**src/rtl/dcache_ctrl_pkg.sv**
```systemverilog
// Shared constants for the direct-mapped write-back data cache.
// FSM state codes, line geometry and the line-splice helper.
package dcache_ctrl_pkg;

  localparam int WORD_W   = 16;
  localparam int OFFSET_W = 2;
  localparam int WORDS    = 4;
  localparam int LINE_W   = WORD_W * WORDS;
  localparam int MADDR_W  = 14;

  localparam logic [1:0] ST_IDLE      = 2'd0;
  localparam logic [1:0] ST_WRITEBACK = 2'd1;
  localparam logic [1:0] ST_ALLOCATE  = 2'd2;

  function automatic logic [LINE_W-1:0] put_word(
    input logic [LINE_W-1:0]   line,
    input logic [OFFSET_W-1:0] off,
    input logic [WORD_W-1:0]   w
  );
    logic [LINE_W-1:0] r;
    r = line;
    r[{off, 4'b0000} +: WORD_W] = w;
    return r;
  endfunction

endpackage

```
**src/rtl/dcache_line_store.sv**
```systemverilog
// Tag/valid/dirty/data arrays: one async read port, one write port.
// Ports: rd_idx -> rd_tag/rd_valid/rd_dirty/rd_line; wr_* updates a whole entry.
module dcache_line_store
  import dcache_ctrl_pkg::*;
#(
  parameter int NUM_LINES = 8,
  parameter int IW = $clog2(NUM_LINES),
  parameter int TW = MADDR_W - IW
) (
  input  logic              clk,
  input  logic              rst_n,
  input  logic [IW-1:0]     rd_idx,
  output logic [TW-1:0]     rd_tag,
  output logic              rd_valid,
  output logic              rd_dirty,
  output logic [LINE_W-1:0] rd_line,
  input  logic              wr_en,
  input  logic [IW-1:0]     wr_idx,
  input  logic [TW-1:0]     wr_tag,
  input  logic              wr_valid,
  input  logic              wr_dirty,
  input  logic [LINE_W-1:0] wr_line
);

  logic [NUM_LINES-1:0] valid_q;
  logic [NUM_LINES-1:0] dirty_q;
  logic [TW-1:0]        tag_q  [NUM_LINES];
  logic [LINE_W-1:0]    data_q [NUM_LINES];

  assign rd_tag   = tag_q[rd_idx];
  assign rd_valid = valid_q[rd_idx];
  assign rd_dirty = dirty_q[rd_idx];
  assign rd_line  = data_q[rd_idx];

  always_ff @(posedge clk or negedge rst_n) begin
    if (!rst_n) begin
      valid_q <= '0;
      dirty_q <= '0;
    end else if (wr_en) begin
      valid_q[wr_idx] <= wr_valid;
      dirty_q[wr_idx] <= wr_dirty;
    end
  end

  // Tag and data need no reset: valid gates their use.
  always_ff @(posedge clk) begin
    if (wr_en) begin
      tag_q[wr_idx]  <= wr_tag;
      data_q[wr_idx] <= wr_line;
    end
  end

endmodule

```
**src/rtl/dcache_ctrl.sv**
```systemverilog
// Write-back, write-allocate direct-mapped data cache controller.
// Ports: CPU side addr/re/we/wrData/rdData/stall; memory side mem_*.
module dcache_ctrl
  import dcache_ctrl_pkg::*;
#(
  parameter int NUM_LINES = 8
) (
  input  logic                clk,
  input  logic                rst_n,
  input  logic [15:0]         addr,
  input  logic                re,
  input  logic                we,
  input  logic [15:0]         wrData,
  output logic [15:0]         rdData,
  output logic                stall,
  output logic [MADDR_W-1:0]  mem_addr,
  output logic                mem_re,
  output logic                mem_we,
  output logic [LINE_W-1:0]   mem_wdata,
  input  logic [LINE_W-1:0]   mem_rdata,
  input  logic                mem_rdy
);

  localparam int IW = $clog2(NUM_LINES);
  localparam int TW = MADDR_W - IW;

  logic [1:0] state_q, state_d;

  logic [OFFSET_W-1:0] off;
  logic [IW-1:0]       idx;
  logic [TW-1:0]       tag;

  assign off = addr[1:0];
  assign idx = addr[1+IW:2];
  assign tag = addr[15:2+IW];

  logic [TW-1:0]     rd_tag;
  logic              rd_valid;
  logic              rd_dirty;
  logic [LINE_W-1:0] rd_line;
  logic              wr_en;
  logic [TW-1:0]     wr_tag;
  logic              wr_valid;
  logic              wr_dirty;
  logic [LINE_W-1:0] wr_line;

  dcache_line_store #(
    .NUM_LINES(NUM_LINES)
  ) u_store (
    .clk     (clk),
    .rst_n   (rst_n),
    .rd_idx  (idx),
    .rd_tag  (rd_tag),
    .rd_valid(rd_valid),
    .rd_dirty(rd_dirty),
    .rd_line (rd_line),
    .wr_en   (wr_en),
    .wr_idx  (idx),
    .wr_tag  (wr_tag),
    .wr_valid(wr_valid),
    .wr_dirty(wr_dirty),
    .wr_line (wr_line)
  );

  logic        hit;
  logic        req;
  logic [15:0] word;
  logic        stall_c;
  logic [15:0] rd_c;

  assign hit  = rd_valid && (rd_tag == tag);
  assign req  = re || we;
  assign word = rd_line[{off, 4'b0000} +: WORD_W];

  always_comb begin
    state_d   = state_q;
    stall_c   = 1'b0;
    rd_c      = '0;
    mem_re    = 1'b0;
    mem_we    = 1'b0;
    mem_addr  = '0;
    mem_wdata = '0;
    wr_en     = 1'b0;
    wr_tag    = rd_tag;
    wr_valid  = rd_valid;
    wr_dirty  = rd_dirty;
    wr_line   = rd_line;
    unique case (state_q)
      ST_IDLE: begin
        if (req && hit) begin
          if (we) begin
            wr_en    = 1'b1;
            wr_dirty = 1'b1;
            wr_line  = put_word(rd_line, off, wrData);
          end else begin
            rd_c = word;
          end
        end else if (req) begin
          stall_c = 1'b1;
          state_d = (rd_valid && rd_dirty)
                  ? ST_WRITEBACK : ST_ALLOCATE;
        end
      end
      ST_WRITEBACK: begin
        stall_c   = 1'b1;
        mem_we    = 1'b1;
        mem_addr  = {rd_tag, idx};
        mem_wdata = rd_line;
        if (mem_rdy) begin
          wr_en    = 1'b1;
          wr_dirty = 1'b0;
          state_d  = ST_ALLOCATE;
        end
      end
      ST_ALLOCATE: begin
        stall_c  = 1'b1;
        mem_re   = 1'b1;
        mem_addr = addr[15:2];
        if (mem_rdy) begin
          wr_en    = 1'b1;
          wr_tag   = tag;
          wr_valid = 1'b1;
          wr_dirty = 1'b0;
          wr_line  = mem_rdata;
          state_d  = ST_IDLE;
        end
      end
      default: state_d = ST_IDLE;
    endcase
  end

  // Reset must silence the CPU side at once, even with a request held.
  assign stall  = rst_n & stall_c;
  assign rdData = rst_n ? rd_c : '0;

  always_ff @(posedge clk or negedge rst_n) begin
    if (!rst_n) state_q <= ST_IDLE;
    else        state_q <= state_d;
  end

endmodule

```
**config.mk**
```make
export PLATFORM = sky130hd
export DESIGN_NAME = dcache_ctrl
export DESIGN_NICKNAME = d
export VERILOG_FILES = /design/src/rtl/dcache_ctrl_pkg.sv /design/src/rtl/dcache_line_store.sv /design/src/rtl/dcache_ctrl.sv
export SDC_FILE = /design/constraint.sdc
export NUM_CORES = 1
export LEC_CHECK = 0
export BUFFER_PORTS_ARGS = -buffer_cell sky130_fd_sc_hd__buf_4
export CORE_MARGIN = 10
export CORE_UTILIZATION = 35
export DETAILED_ROUTE_END_ITERATION = 7
export GPL_ROUTABILITY_DRIVEN = 1
export GPL_TIMING_DRIVEN = 0
export HOLD_SLACK_MARGIN = 0.1
export SLEW_MARGIN = 5
export SYNTH_ARGS = -nofsm -noshare
export SYNTH_HDL_FRONTEND = slang
export SYNTH_SLANG_ARGS = --single-unit
```
**constraint.sdc**
```tcl
create_clock -name clk -period 5.5 [get_ports clk]
set_input_delay 1.1 -clock clk [delete_from_list [all_inputs] [get_ports clk]]
set_output_delay 1.1 -clock clk [all_outputs]
set_load 0.02 [all_outputs]
```
==> impl_metrics.tcl <==
set metrics [dict create \
    max-vdd-ir-drop_uv 252 \
    grt_max_degree 30 \
    core.rowCount 99 \
    status "finished, violations left" \
    p_switching_mw 3.54 \
    reg2reg_depth 10 \
    cp.arrival_ns 4.44 \
    synth.largest_area_cell "edfxtp_1" \
    setup_ws_ns -0.0381 \
    finClkSkew_ns 0.0319 \
    ys_ff_latch 618 \
    max_slew_margin_pct 11.5 \
    io_pins 198 \
    drt_iter0_drc 2961 \
    fillCellCount 6593 \
    antenna_found_initial 5 \
    async_reset_ff_share_pct 2.91 \
    postCtsHoldBufs 0 \
    p_seq_share_pct 47.8 \
    dp.cells 2848 \
    cap_violations 0 \
    final_nets 2078 \
    drv_slew 0 \
    fin_crit_sh_pct 101 \
    grt-ovfl-total 0 \
    yosysTopAreaCellShare_pct 69.7 \
    p_comb_share_pct 18.4 \
    die_w_microns 292 \
    crit_type "input pin to output port" \
    power_leakage_nw 10.9 \
    fin_area_sq_um 31700 \
    grt_pass1_vias 17600 \
    fin_total_pwr_mw 12.4 \
    area_growth_pct 22.7 \
    vias_per_cell 6.12 \
    synthCells 1670 \
    die_h_microns 292 \
    first_pass_iters 5 \
    period_needed_ns 5.54 \
    setup_viol 3 \
    r2r_slack_ns 0.42 \
    cts_max_level 2 \
    start_util_pct 35.4 \
    cts_sinks 618 \
    die_area_sq_um 85100 \
    holdWs_ns 0.345 \
    yosys_most_used_dff "edfxtp_1" \
    violations "negative setup slack" \
    preCtsSetupSlack_ns -1.83 \
    p_per_area_nw_per_um2 391 \
    dr_total_vias 18200 \
    place_area_sq_um 29000 \
    fmax_mhz 181 \
    wl_per_cell_microns 33.7 \
    endpoint_kind "output port" \
    wl_mm 100 \
    cts_made_buffers 59 \
    synth.area.top_cells "edfxtp_1 70%, a22oi_1 4.7%, mux4_2 2.0%" \
    holdCritPathClass "input pin to async pin" \
    drive_above_1_share_pct 25.2 \
    synth_enable_flop_cells 600 \
    synth_fp_nets 1780 \
    yosys_warnings 0 \
    core_area_sq_um 73100 \
    hold_viol_final 0 \
    dp_hpwl_mm 68.2 \
    p_int_mw 8.85 \
    cp.required_ns 4.40 \
    cts_root_buf "clkbuf_16" \
    globalplace.congestion 0.934 \
    avgSynthCellArea_sq_um 15.5 \
    synth_cell_types 67 \
    swShare_pct 28.6 \
    crit_path_start_kind "input pin" \
    pwr-share-clk_pct 33.9 \
    port_buffers 195 \
    worst_pin_slew_ns 1.33 \
    grt_usage_pct 22.5 \
    critPathMaxFanout 10 \
    yosys-top-cells-count "600 x edfxtp_1, 163 x a22oi_1, 86 x clkbuf_1" \
    synth-seq-area-share_pct 71.4 \
    clk_pin_slew_ns 0.06 \
    cts_tree "yes" \
    yosysMostFrequentCell "edfxtp_1" \
    clock_latency_ns 0.65 \
    fin_cells 2979 \
    grt_pass1_wl_mm 137 \
    drc 0 \
    clockBufferDepth 3 \
    syn_area_sq_um 25900 \
    rsz0062_at_grt "yes" \
    antenna_left 0 \
]
==> cell type report <==
type | instances | area [sq um] | area share, %
sequential | 618 | 18500 | 58.2
multi-input combinational | 883 | 6930 | 21.9
timing repair buffer | 239 | 2190 | 6.92
clock buffer | 72 | 1560 | 4.91
tap | 959 | 1200 | 3.78
buffer | 115 | 706 | 2.22
clock inverter | 39 | 429 | 1.35
inverter | 52 | 225 | 0.710
antenna | 2 | 5.00 | 0.0158
==> flip-flops by register name, indices dropped and copies added (netlist names) <==
name / cells
u_store.dirty_q: 8
u_store.valid_q: 8
u_store.tag_q: 88
state_q: 2
u_store.data_q: 512
==> worst max-delay path, cell delays in order <==
cell	delay (ns)
clkbuf_2	0.17
clkbuf_4	0.26
nor3_4	0.53
clkbuf_2	0.45
buf_2	0.56
a22oi_1	0.18
nand4_1	0.16
inv_1	0.17
mux4_2	0.54
nor2_4	0.15
buf_6	0.13
==> placed cells by master (no fill, tap or decap), types with 12 or more instances in the layout <==
cell type	n
buf_4	212
nand2_1	44
buf_12	29
edfxtp_1	600
nor2b_1	61
a22oi_1	163
a22o_1	56
clkinv_1	16
inv_1	42
mux2i_1	40
clkbuf_4	16
and4_1	12
nor2_1	42
a221o_1	47
nor3_1	26
o21ai_0	39
dfrtp_1	18
nor2_4	16
clkbuf_1	49
buf_6	17
a21oi_1	34
and3_1	66
a221oi_1	45
mux2_2	20
clkbuf_2	27
and2_1	12
clkbuf_16	61
mux4_2	23
==> cell families after synthesis <==
group	count (synthesis)	share of synthesized area, %
AO/OA/AOI/OAI	441	13.1
adder cells (fa/ha/maj)	9	0.436
flip-flops	618	71.4
XOR/XNOR	6	0.203
buffers and inverters	169	2.69
multiplexers	84	4.47
AND/OR/NAND/NOR	343	7.65
==> power by group through the flow <==
stage	sequential, mW	clock, mW	combinational, mW
after floorplan	6.00	0	1.15
after global placement	6.02	0	2.01
after detailed placement	6.01	0	2.11
after CTS	5.91	4.20	2.14
after global routing	5.93	4.39	2.34
final	5.92	4.19	2.28
==> per-stage QoR <==
step	setup TNS, ns	utilization (%)
after detailed placement	-563.67	39.7
after global placement	-1325.45	39.1
after floorplan	0	-
after global routing	-0.211	43.4
after CTS	0	42.9
final	-0.0872	43.4
==> timing repair <==
item | 4_1_cts | 5_1_grt
pin swaps | 5 | 15
resized for setup | 128 | 73
buffers inserted | 7 | 12
gates cloned | 0 | 1
setup endpoints to repair | 293 | 25
==> routing by layer <==
layer	routed length (microns)	global-route usage [%]	vias to the layer above
li1	-	-	7354
met1	38800	29.7	9141
met4	3980	8.02	6
met3	14900	9.14	245
met2	42700	33.0	1494
met5	35	0	-
==> worst paths after layout <==
| check | from | end |
|---|---|---|
| max | addr[4] | rdData[9] |
| min | rst_n | u_store.dirty_q[5] |
| max reg2reg | u_store.tag_q[4][5] | u_store.data_q[1][45] |
| min reg2reg | u_store.dirty_q[7] | u_store.dirty_q[7] |
| max in group asynchronous | rst_n | u_store.valid_q[5] |
| min in group clk | u_store.dirty_q[7] | u_store.dirty_q[7] |
(Power assumes the default switching activity.)
